--- config.mk ---
export PLATFORM = sky130hd
export DESIGN_NAME = bus_slot_sequencer_flat
export DESIGN_NICKNAME = d
export VERILOG_FILES = /design/src/rtl/bus_slot_sequencer_if.sv /design/src/rtl/bus_slot_sequencer.sv /design/src/flat_wrapper.sv
export SDC_FILE = /design/constraint.sdc
export NUM_CORES = 1
export LEC_CHECK = 0
export CAP_MARGIN = 25
export CORE_ASPECT_RATIO = 0.6
export CORE_MARGIN = 2
export CORE_UTILIZATION = 25
export CTS_BUF_LIST = sky130_fd_sc_hd__clkbuf_16
export DETAILED_ROUTE_END_ITERATION = 8
export MAX_ROUTING_LAYER = met4
export PLACE_DENSITY = 0.57
export SYNTH_ARGS = -nofsm -noshare
export SYNTH_HDL_FRONTEND = slang
export SYNTH_SLANG_ARGS = --single-unit
--- constraint.sdc ---
create_clock -name clk16 -period 3.12 [get_ports clk16]
set_input_delay 0.468 -clock clk16 [delete_from_list [all_inputs] [get_ports clk16]]
set_output_delay 0.468 -clock clk16 [all_outputs]
set_load 0.005 [all_outputs]
--- src/rtl/bus_slot_sequencer_if.sv ---
// Bus bundle between the slot sequencer (master) and the initiators it
// serves (slave). slot_ready / slot_timeout exist only when WAIT_EN is
// defined, matching the sequencer's optional wait-state feature.
interface bus_slot_sequencer_if #(
    parameter int unsigned NUM_SLOTS = 2
);
    logic [NUM_SLOTS-1:0]         slot_req;
    logic [NUM_SLOTS-1:0]         slot_select;
    logic [NUM_SLOTS-1:0]         slot_strobe;
    logic [NUM_SLOTS-1:0]         slot_done;
    logic [$clog2(NUM_SLOTS)-1:0] slot_index;
    logic                         frame_start;

`ifdef WAIT_EN
    logic [NUM_SLOTS-1:0]         slot_ready;
    logic [NUM_SLOTS-1:0]         slot_timeout;

    modport master (
        input  slot_req, slot_ready,
        output slot_select, slot_strobe, slot_done, slot_timeout,
               slot_index, frame_start
    );

    modport slave (
        output slot_req, slot_ready,
        input  slot_select, slot_strobe, slot_done, slot_timeout,
               slot_index, frame_start
    );
`else
    modport master (
        input  slot_req,
        output slot_select, slot_strobe, slot_done, slot_index, frame_start
    );

    modport slave (
        output slot_req,
        input  slot_select, slot_strobe, slot_done, slot_index, frame_start
    );
`endif
endinterface

--- src/rtl/bus_slot_sequencer.sv ---
// Time-division bus slot sequencer. A frame is NUM_SLOTS slots of
// SLOT_CYCLES clk16 cycles; slot i serves initiator i and drives one-hot
// select/strobe/done windows only if that initiator was requesting when the
// slot began. All outputs are registered from the next-state values, so the
// first cycle after reset release already shows frame cycle 0.
// Optional feature macro: WAIT_EN (strobe stretched by slot_ready, with
// a MAX_WAIT-cycle timeout reported on slot_timeout).
module bus_slot_sequencer #(
    parameter int unsigned NUM_SLOTS   = 2,
    parameter int unsigned SLOT_CYCLES = 8,
    parameter int unsigned SEL_START   = 0,
    parameter int unsigned SEL_LEN     = 3,
    parameter int unsigned STROBE_OFS  = 1,
    parameter int unsigned MAX_WAIT    = 4
) (
    input  logic                   clk16,
    input  logic                   reset_n,
    bus_slot_sequencer_if.master   bus
);

    localparam int unsigned CYC_W = $clog2(SLOT_CYCLES);
    localparam int unsigned IDX_W = $clog2(NUM_SLOTS);

    localparam logic [CYC_W-1:0]     CYC_LAST  = CYC_W'(SLOT_CYCLES - 1);
    localparam logic [CYC_W-1:0]     SEL_FIRST = CYC_W'(SEL_START);
    localparam logic [CYC_W-1:0]     SEL_END   = CYC_W'(SEL_START + SEL_LEN - 1);
    localparam logic [CYC_W-1:0]     STB_CYC   = CYC_W'(STROBE_OFS);
    localparam logic [CYC_W:0]       SEL_SPAN  = (CYC_W + 1)'(SEL_LEN);
    localparam logic [IDX_W-1:0]     IDX_LAST  = IDX_W'(NUM_SLOTS - 1);
    localparam logic [NUM_SLOTS-1:0] SLOT_ONE  = {{(NUM_SLOTS - 1){1'b0}}, 1'b1};

    // Reject parameter sets that would break the one-hot window placement.
    if (NUM_SLOTS < 2 || SLOT_CYCLES < 2 || SEL_LEN < 1 ||
        SEL_START + SEL_LEN > SLOT_CYCLES ||
        STROBE_OFS < SEL_START || STROBE_OFS >= SEL_START + SEL_LEN ||
        MAX_WAIT < 1) begin : g_param_check
        $error("bus_slot_sequencer: illegal parameter combination");
    end

    // Position within the frame, and whether the current slot is serving.
    logic [CYC_W-1:0]     cyc,    cyc_n;
    logic [IDX_W-1:0]     slot,   slot_n;
    logic                 active, active_n;
    logic                 hold;
    logic                 in_sel_n;
    logic [CYC_W:0]       sel_rel_n;
    logic [NUM_SLOTS-1:0] slot_bit_n;

`ifdef WAIT_EN
    localparam int unsigned       WAIT_W   = $clog2(MAX_WAIT + 1);
    localparam logic [WAIT_W-1:0] WAIT_MAX = WAIT_W'(MAX_WAIT);

    logic [WAIT_W-1:0]    wait_cnt, wait_n;
    logic                 forced;
    logic [NUM_SLOTS-1:0] timeout_bit_n;
`endif

    // Next frame position: normally one step, held at the strobe cycle while
    // an active slot's initiator is not ready (WAIT_EN only).
    always_comb begin
        hold     = 1'b0;
        cyc_n    = cyc;
        slot_n   = slot;
        active_n = active;
`ifdef WAIT_EN
        forced        = 1'b0;
        wait_n        = '0;
        timeout_bit_n = '0;
        if (active && cyc == STB_CYC && !bus.slot_ready[slot]) begin
            if (wait_cnt == WAIT_MAX) begin
                forced        = 1'b1;
                timeout_bit_n = SLOT_ONE << slot;
            end else begin
                hold   = 1'b1;
                wait_n = wait_cnt + 1'b1;
            end
        end
`endif
        if (!hold) begin
            if (cyc == CYC_LAST) begin
                cyc_n    = '0;
                slot_n   = (slot == IDX_LAST) ? '0 : slot + 1'b1;
                active_n = bus.slot_req[slot_n];
            end else begin
                cyc_n = cyc + 1'b1;
            end
        end
        // One extra bit keeps the window test free of wrap and of
        // always-true compares when SEL_START is 0.
        sel_rel_n  = {1'b0, cyc_n} - {1'b0, SEL_FIRST};
        in_sel_n   = sel_rel_n < SEL_SPAN;
        slot_bit_n = SLOT_ONE << slot_n;
    end

    // Frame position state; reset parks one cycle before frame cycle 0.
    always_ff @(posedge clk16 or negedge reset_n) begin
        if (!reset_n) begin
            cyc      <= CYC_LAST;
            slot     <= IDX_LAST;
            active   <= 1'b0;
`ifdef WAIT_EN
            wait_cnt <= '0;
`endif
        end else begin
            cyc      <= cyc_n;
            slot     <= slot_n;
            active   <= active_n;
`ifdef WAIT_EN
            wait_cnt <= wait_n;
`endif
        end
    end

    // Registered outputs decoded from the next position. done fires only on
    // entry to the last select cycle so it stays a single pulse even when
    // that cycle is the one being held.
    always_ff @(posedge clk16 or negedge reset_n) begin
        if (!reset_n) begin
            bus.slot_select  <= '0;
            bus.slot_strobe  <= '0;
            bus.slot_done    <= '0;
            bus.slot_index   <= '0;
            bus.frame_start  <= 1'b0;
`ifdef WAIT_EN
            bus.slot_timeout <= '0;
`endif
        end else begin
            bus.slot_select  <= (active_n && in_sel_n) ? slot_bit_n : '0;
            bus.slot_strobe  <= (active_n && cyc_n == STB_CYC) ? slot_bit_n : '0;
            bus.slot_done    <= (active_n && cyc_n == SEL_END && !hold) ? slot_bit_n : '0;
            bus.slot_index   <= slot_n;
            bus.frame_start  <= (slot_n == '0) && (cyc_n == '0);
`ifdef WAIT_EN
            bus.slot_timeout <= timeout_bit_n;
`endif
        end
    end

endmodule

--- src/flat_wrapper.sv ---
// flat-port wrapper written by rule: the top's interface ports become plain ports
module bus_slot_sequencer_flat 
#(
    parameter int unsigned NUM_SLOTS   = 2,
    parameter int unsigned SLOT_CYCLES = 8,
    parameter int unsigned SEL_START   = 0,
    parameter int unsigned SEL_LEN     = 3,
    parameter int unsigned STROBE_OFS  = 1,
    parameter int unsigned MAX_WAIT    = 4
)
  (clk16, reset_n, bus_slot_req, bus_slot_select, bus_slot_strobe, bus_slot_done, bus_slot_index, bus_frame_start);
  bus_slot_sequencer_if #(.NUM_SLOTS(NUM_SLOTS)) bus_i ();
  input  logic clk16;
  input  logic reset_n;
  input wire logic [$bits(bus_i.slot_req)-1:0] bus_slot_req;
  output wire logic [$bits(bus_i.slot_select)-1:0] bus_slot_select;
  output wire logic [$bits(bus_i.slot_strobe)-1:0] bus_slot_strobe;
  output wire logic [$bits(bus_i.slot_done)-1:0] bus_slot_done;
  output wire logic [$bits(bus_i.slot_index)-1:0] bus_slot_index;
  output wire logic [$bits(bus_i.frame_start)-1:0] bus_frame_start;
  assign bus_i.slot_req = bus_slot_req;
  assign bus_slot_select = bus_i.slot_select;
  assign bus_slot_strobe = bus_i.slot_strobe;
  assign bus_slot_done = bus_i.slot_done;
  assign bus_slot_index = bus_i.slot_index;
  assign bus_frame_start = bus_i.frame_start;
  bus_slot_sequencer #(.NUM_SLOTS(NUM_SLOTS), .SLOT_CYCLES(SLOT_CYCLES), .SEL_START(SEL_START), .SEL_LEN(SEL_LEN), .STROBE_OFS(STROBE_OFS), .MAX_WAIT(MAX_WAIT)) u_core (.clk16(clk16), .reset_n(reset_n), .bus(bus_i));
endmodule
==> out/metrics.csv <==
stage,metric,value,unit
drt,remaining antenna violation count after routing,0,
yosys,asr flop ratio synth,100,%
yosys,number of distinct library cells after synthesis,20,
yosys,number of enable-type register cells in the synthesized netlist,0,
timing,Tcrit/Tclk final,58.2,%
clock_network,Resize count post-CTS,0,
clock_network,quantity of hold-fixing buffers added after cts,0,
timing,summed negative setup slack over all endpoints,0,ps
drt,drt wl/cell,11.8,µm
clock_network,level count of the clock H-tree,1,
yosys,area share of the largest cell type after synthesis,40.5,%
global_routing,largest net degree at the start of global routing,14,
global_routing,number of antenna violations at the first check in global routing,0,
yosys,count of yosys warnings during synthesis,0,
timing,worst max-slew margin expressed relative to the limit,63.5,%
setup_path,launching element type of the critical path,flip-flop,
finish,Final Instance Count excl. Fillers,80,
status,status,completed,
timing,final critical path time including I/O delays and setup,1810,ps
yosys,"basic-gate share of the synthesized area counting and, or, nand and nor cells",9.68,%
yosys,post-synthesis sequential area ratio,59.5,%
yosys,Post-Syn Nets,43,
power,Sw Ratio,16.9,%
yosys,number of instances in the synthesized netlist,36,
finish,final core utilization,36.2,%
timing,worst path setup slack after routing,1310,ps
setup_path,CP Max Fanout,8,
drt,first-pass detailed-route iteration total,2,
power,clock group share of total power,55.4,%
timing,final setup vio count,0,
timing,worst slew pin tran,545,ps
drt,post-DR vias/cell,4.25,
timing,final worst hold slack,586,ps
yosys,netlist area before placement,556,µm²
setup_path,"Worst Path Class, Setup",flip-flop to flip-flop,
timing,maximum clock frequency,551,MHz
finish,number of nets in the layout,58,
die,Boundary Pins,12,
global_routing,global route overflow,0,
clock_network,CTS tree,built,
clock_network,clock slew at reported path FFs,40,ps
yosys,mux cell area share after synthesis,1.80,%
die,height of the chip,40.5,µm
drt,Via Count,340,
global_routing,total routing resource utilization after global routing,10.3,%
yosys,Synth Register Bits,13,
power,fraction of power consumed by combinational cells,3.6,%
place,"number of placed instances, taps included",76,
die,horizontal die dimension,64.9,µm
place,Routability Congestion,0.722,
clock_network,Clock Root Buffer,sky130_fd_sc_hd__clkbuf_16,
drt,remaining design rule violation count,0,
yosys,mean cell area of the mapped netlist,15.4,µm²
clock_network,post-CTS setup repair buffer count,0,
clock_network,deepest clock path buffer count,2,
yosys,top post-synthesis cells by area,"sky130_fd_sc_hd__dfrtp_1 (41%), sky130_fd_sc_hd__dfstp_2 (19%), sky130_fd_sc_hd__a2111oi_4 (9.9%)",
power,sequential group share of total power,41.1,%
finish,fraction of layout cells with a size suffix above 1,22.0,%
die,count of standard-cell rows,13,
drt,Total Routed Length,943,µm
run,Max Cap Viol,0,
yosys,"synthesized-area fraction occupied by ao, oa, aoi and oai cells",17.3,%
setup_path,Critical Path End Type,flip-flop,
yosys,cell with the most instances after synthesis,sky130_fd_sc_hd__dfrtp_1,
power,cell area power density,544,mW/mm²
die,die area,0.00263,mm²
timing,max-slew violations,0,
global_routing,first-pass GRT wire length,1.71,mm
clock_network,Worst-Skew Late Latency,240,ps
die,total core area,0.00213,mm²
timing,worst setup skew after layout,2.27,ps
finish,antenna diode instance count,0,
clock_network,number of sinks handled by clock tree synthesis,13,
global_routing,via count of the first global-routing pass,355,
die,initial core utilization,26.1,%
setup_path,signal arrival time at the worst endpoint,1930,ps
finish,Synth-to-Final Area Change,38.7,%
power,switching component of the power,0.0710,mW
yosys,Synth top cells by count,"sky130_fd_sc_hd__dfrtp_1 (9), sky130_fd_sc_hd__dfstp_2 (4), sky130_fd_sc_hd__ha_1 (3)",
power,Leakage,0.322,nW
clock_network,Num CTS Buffers,3,
yosys,post-synth top area cell,sky130_fd_sc_hd__dfrtp_1,
power,worst vdd ir,0.213,mV
setup_path,Crit path required time,3240,ps
place,count of port buffers added during placement,11,
hold_path,type of the tightest min-delay check,input pin to asynchronous set/reset pin,
yosys,Synth Area in Adders,6.76,%
place,post-placement setup slack,1310,ps
drt,violation count after the first detailed-routing iteration,8,
timing,final number of hold-violating endpoints,0,
power,internal power consumption,0.349,mW
timing,unrepaired setup endpoints after global routing,false,
yosys,combinational family with the most area after synthesis,compound AO/OA/AOI/OAI gates,
yosys,synthesized-area fraction occupied by xor and xnor cells,1.58,%
yosys,leading register cell type out of synthesis,sky130_fd_sc_hd__dfrtp_1,
-- power groups by stage --
stage,combinational (mW),clock [mW],sequential (mW)
2_1_floorplan,0.00498,0,0.175
3_3_place_gp,0.0153,0,0.174
3_5_place_dp,0.0157,0,0.175
4_1_cts,0.0156,0.239,0.172
5_1_grt,0.0164,0.246,0.172
6_report,0.0150,0.232,0.172
-- per-stage QoR --
step / total power [mW] / instance area (µm²)
final: 0.420 / 771
after global routing: 0.435 / 771
after CTS: 0.426 / 771
after detailed placement: 0.190 / 692
after global placement: 0.190 / 692
after floorplan: 0.180 / 556
-- cell type report --
type,instances,area [µm²]
multi-input cells,20,206
flip-flops and latches,13,330
repair buffers,11,110
fillers,213,1360
clock buffers,3,75.1
clock inverters,1,3.75
well taps,30,37.5
inverters,2,7.51
-- registers in the layout, indices dropped and copies added (netlist names) --
| name | cells |
|---|---|
| u_core.bus.slot_select | 2 |
| u_core.slot | 1 |
| u_core.bus.frame_start | 1 |
| u_core.cyc | 3 |
| u_core.bus.slot_done | 2 |
| u_core.bus.slot_index | 1 |
| u_core.active | 1 |
| u_core.bus.slot_strobe | 2 |
-- layout by cell type, fill, tap and decap left out --
cell type | synthesis | final
sky130_fd_sc_hd__dfstp_2 | 4 | 4
sky130_fd_sc_hd__ha_1 | 3 | 3
sky130_fd_sc_hd__mux2i_1 | 1 | 1
sky130_fd_sc_hd__a21oi_1 | 1 | 1
sky130_fd_sc_hd__inv_1 | 1 | 2
sky130_fd_sc_hd__nor2_1 | 1 | 1
sky130_fd_sc_hd__a221oi_1 | 2 | 2
sky130_fd_sc_hd__nor4_1 | 1 | 1
sky130_fd_sc_hd__a2111oi_4 | 2 | 2
sky130_fd_sc_hd__dfrtp_1 | 9 | 9
sky130_fd_sc_hd__nand3b_1 | 2 | 2
sky130_fd_sc_hd__xor2_1 | 1 | 1
sky130_fd_sc_hd__a2111oi_0 | 1 | 1
sky130_fd_sc_hd__or3b_4 | 1 | 1
sky130_fd_sc_hd__a2111oi_1 | 1 | 1
sky130_fd_sc_hd__or2_1 | 1 | 1
sky130_fd_sc_hd__nand3_1 | 1 | 1
sky130_fd_sc_hd__clkbuf_16 | 0 | 3
sky130_fd_sc_hd__nand2b_1 | 1 | 1
sky130_fd_sc_hd__clkdlybuf4s50_1 | 0 | 11
sky130_fd_sc_hd__inv_2 | 1 | 1
-- path summary, 6_finish.rpt --
check	startpoint	endpoint	slack (ps)	depth (start not counted)
max	u_core.cyc[0]	u_core.bus.slot_select[1]	1310	5
min	reset_n	u_core.bus.slot_index	590	1
max reg2reg	u_core.cyc[0]	u_core.bus.slot_select[1]	1310	5
min reg2reg	u_core.active	u_core.active	590	2
max in group asynchronous	reset_n	u_core.cyc[0]	2170	1
min in group clk16	u_core.active	u_core.active	590	2
-- critical path, stage by stage, from the launching register on --
cell and delay [ps]:
sky130_fd_sc_hd__dfstp_2 520, sky130_fd_sc_hd__ha_1 170, sky130_fd_sc_hd__ha_1 300, sky130_fd_sc_hd__or2_1 240, sky130_fd_sc_hd__inv_2 110, sky130_fd_sc_hd__a221oi_1 350
-- kinds of logic (layout without fill, tap and decap cells) --
family,count (synthesis),after routing
xor+xnor,1,1
fa+ha+maj,3,3
mux,1,1
buf+inv,3,17
simple gates,8,8
flops,13,13
compound gates,7,7
-- per-layer routing --
metal,global-route usage (%),up-vias,wire length (µm)
li1,-,163,-
met1,11.5,162,462
met2,14.2,12,382
met3,7.02,3,83
met4,4.79,0,14
met5,-,-,0
(Power assumes the default switching activity.)
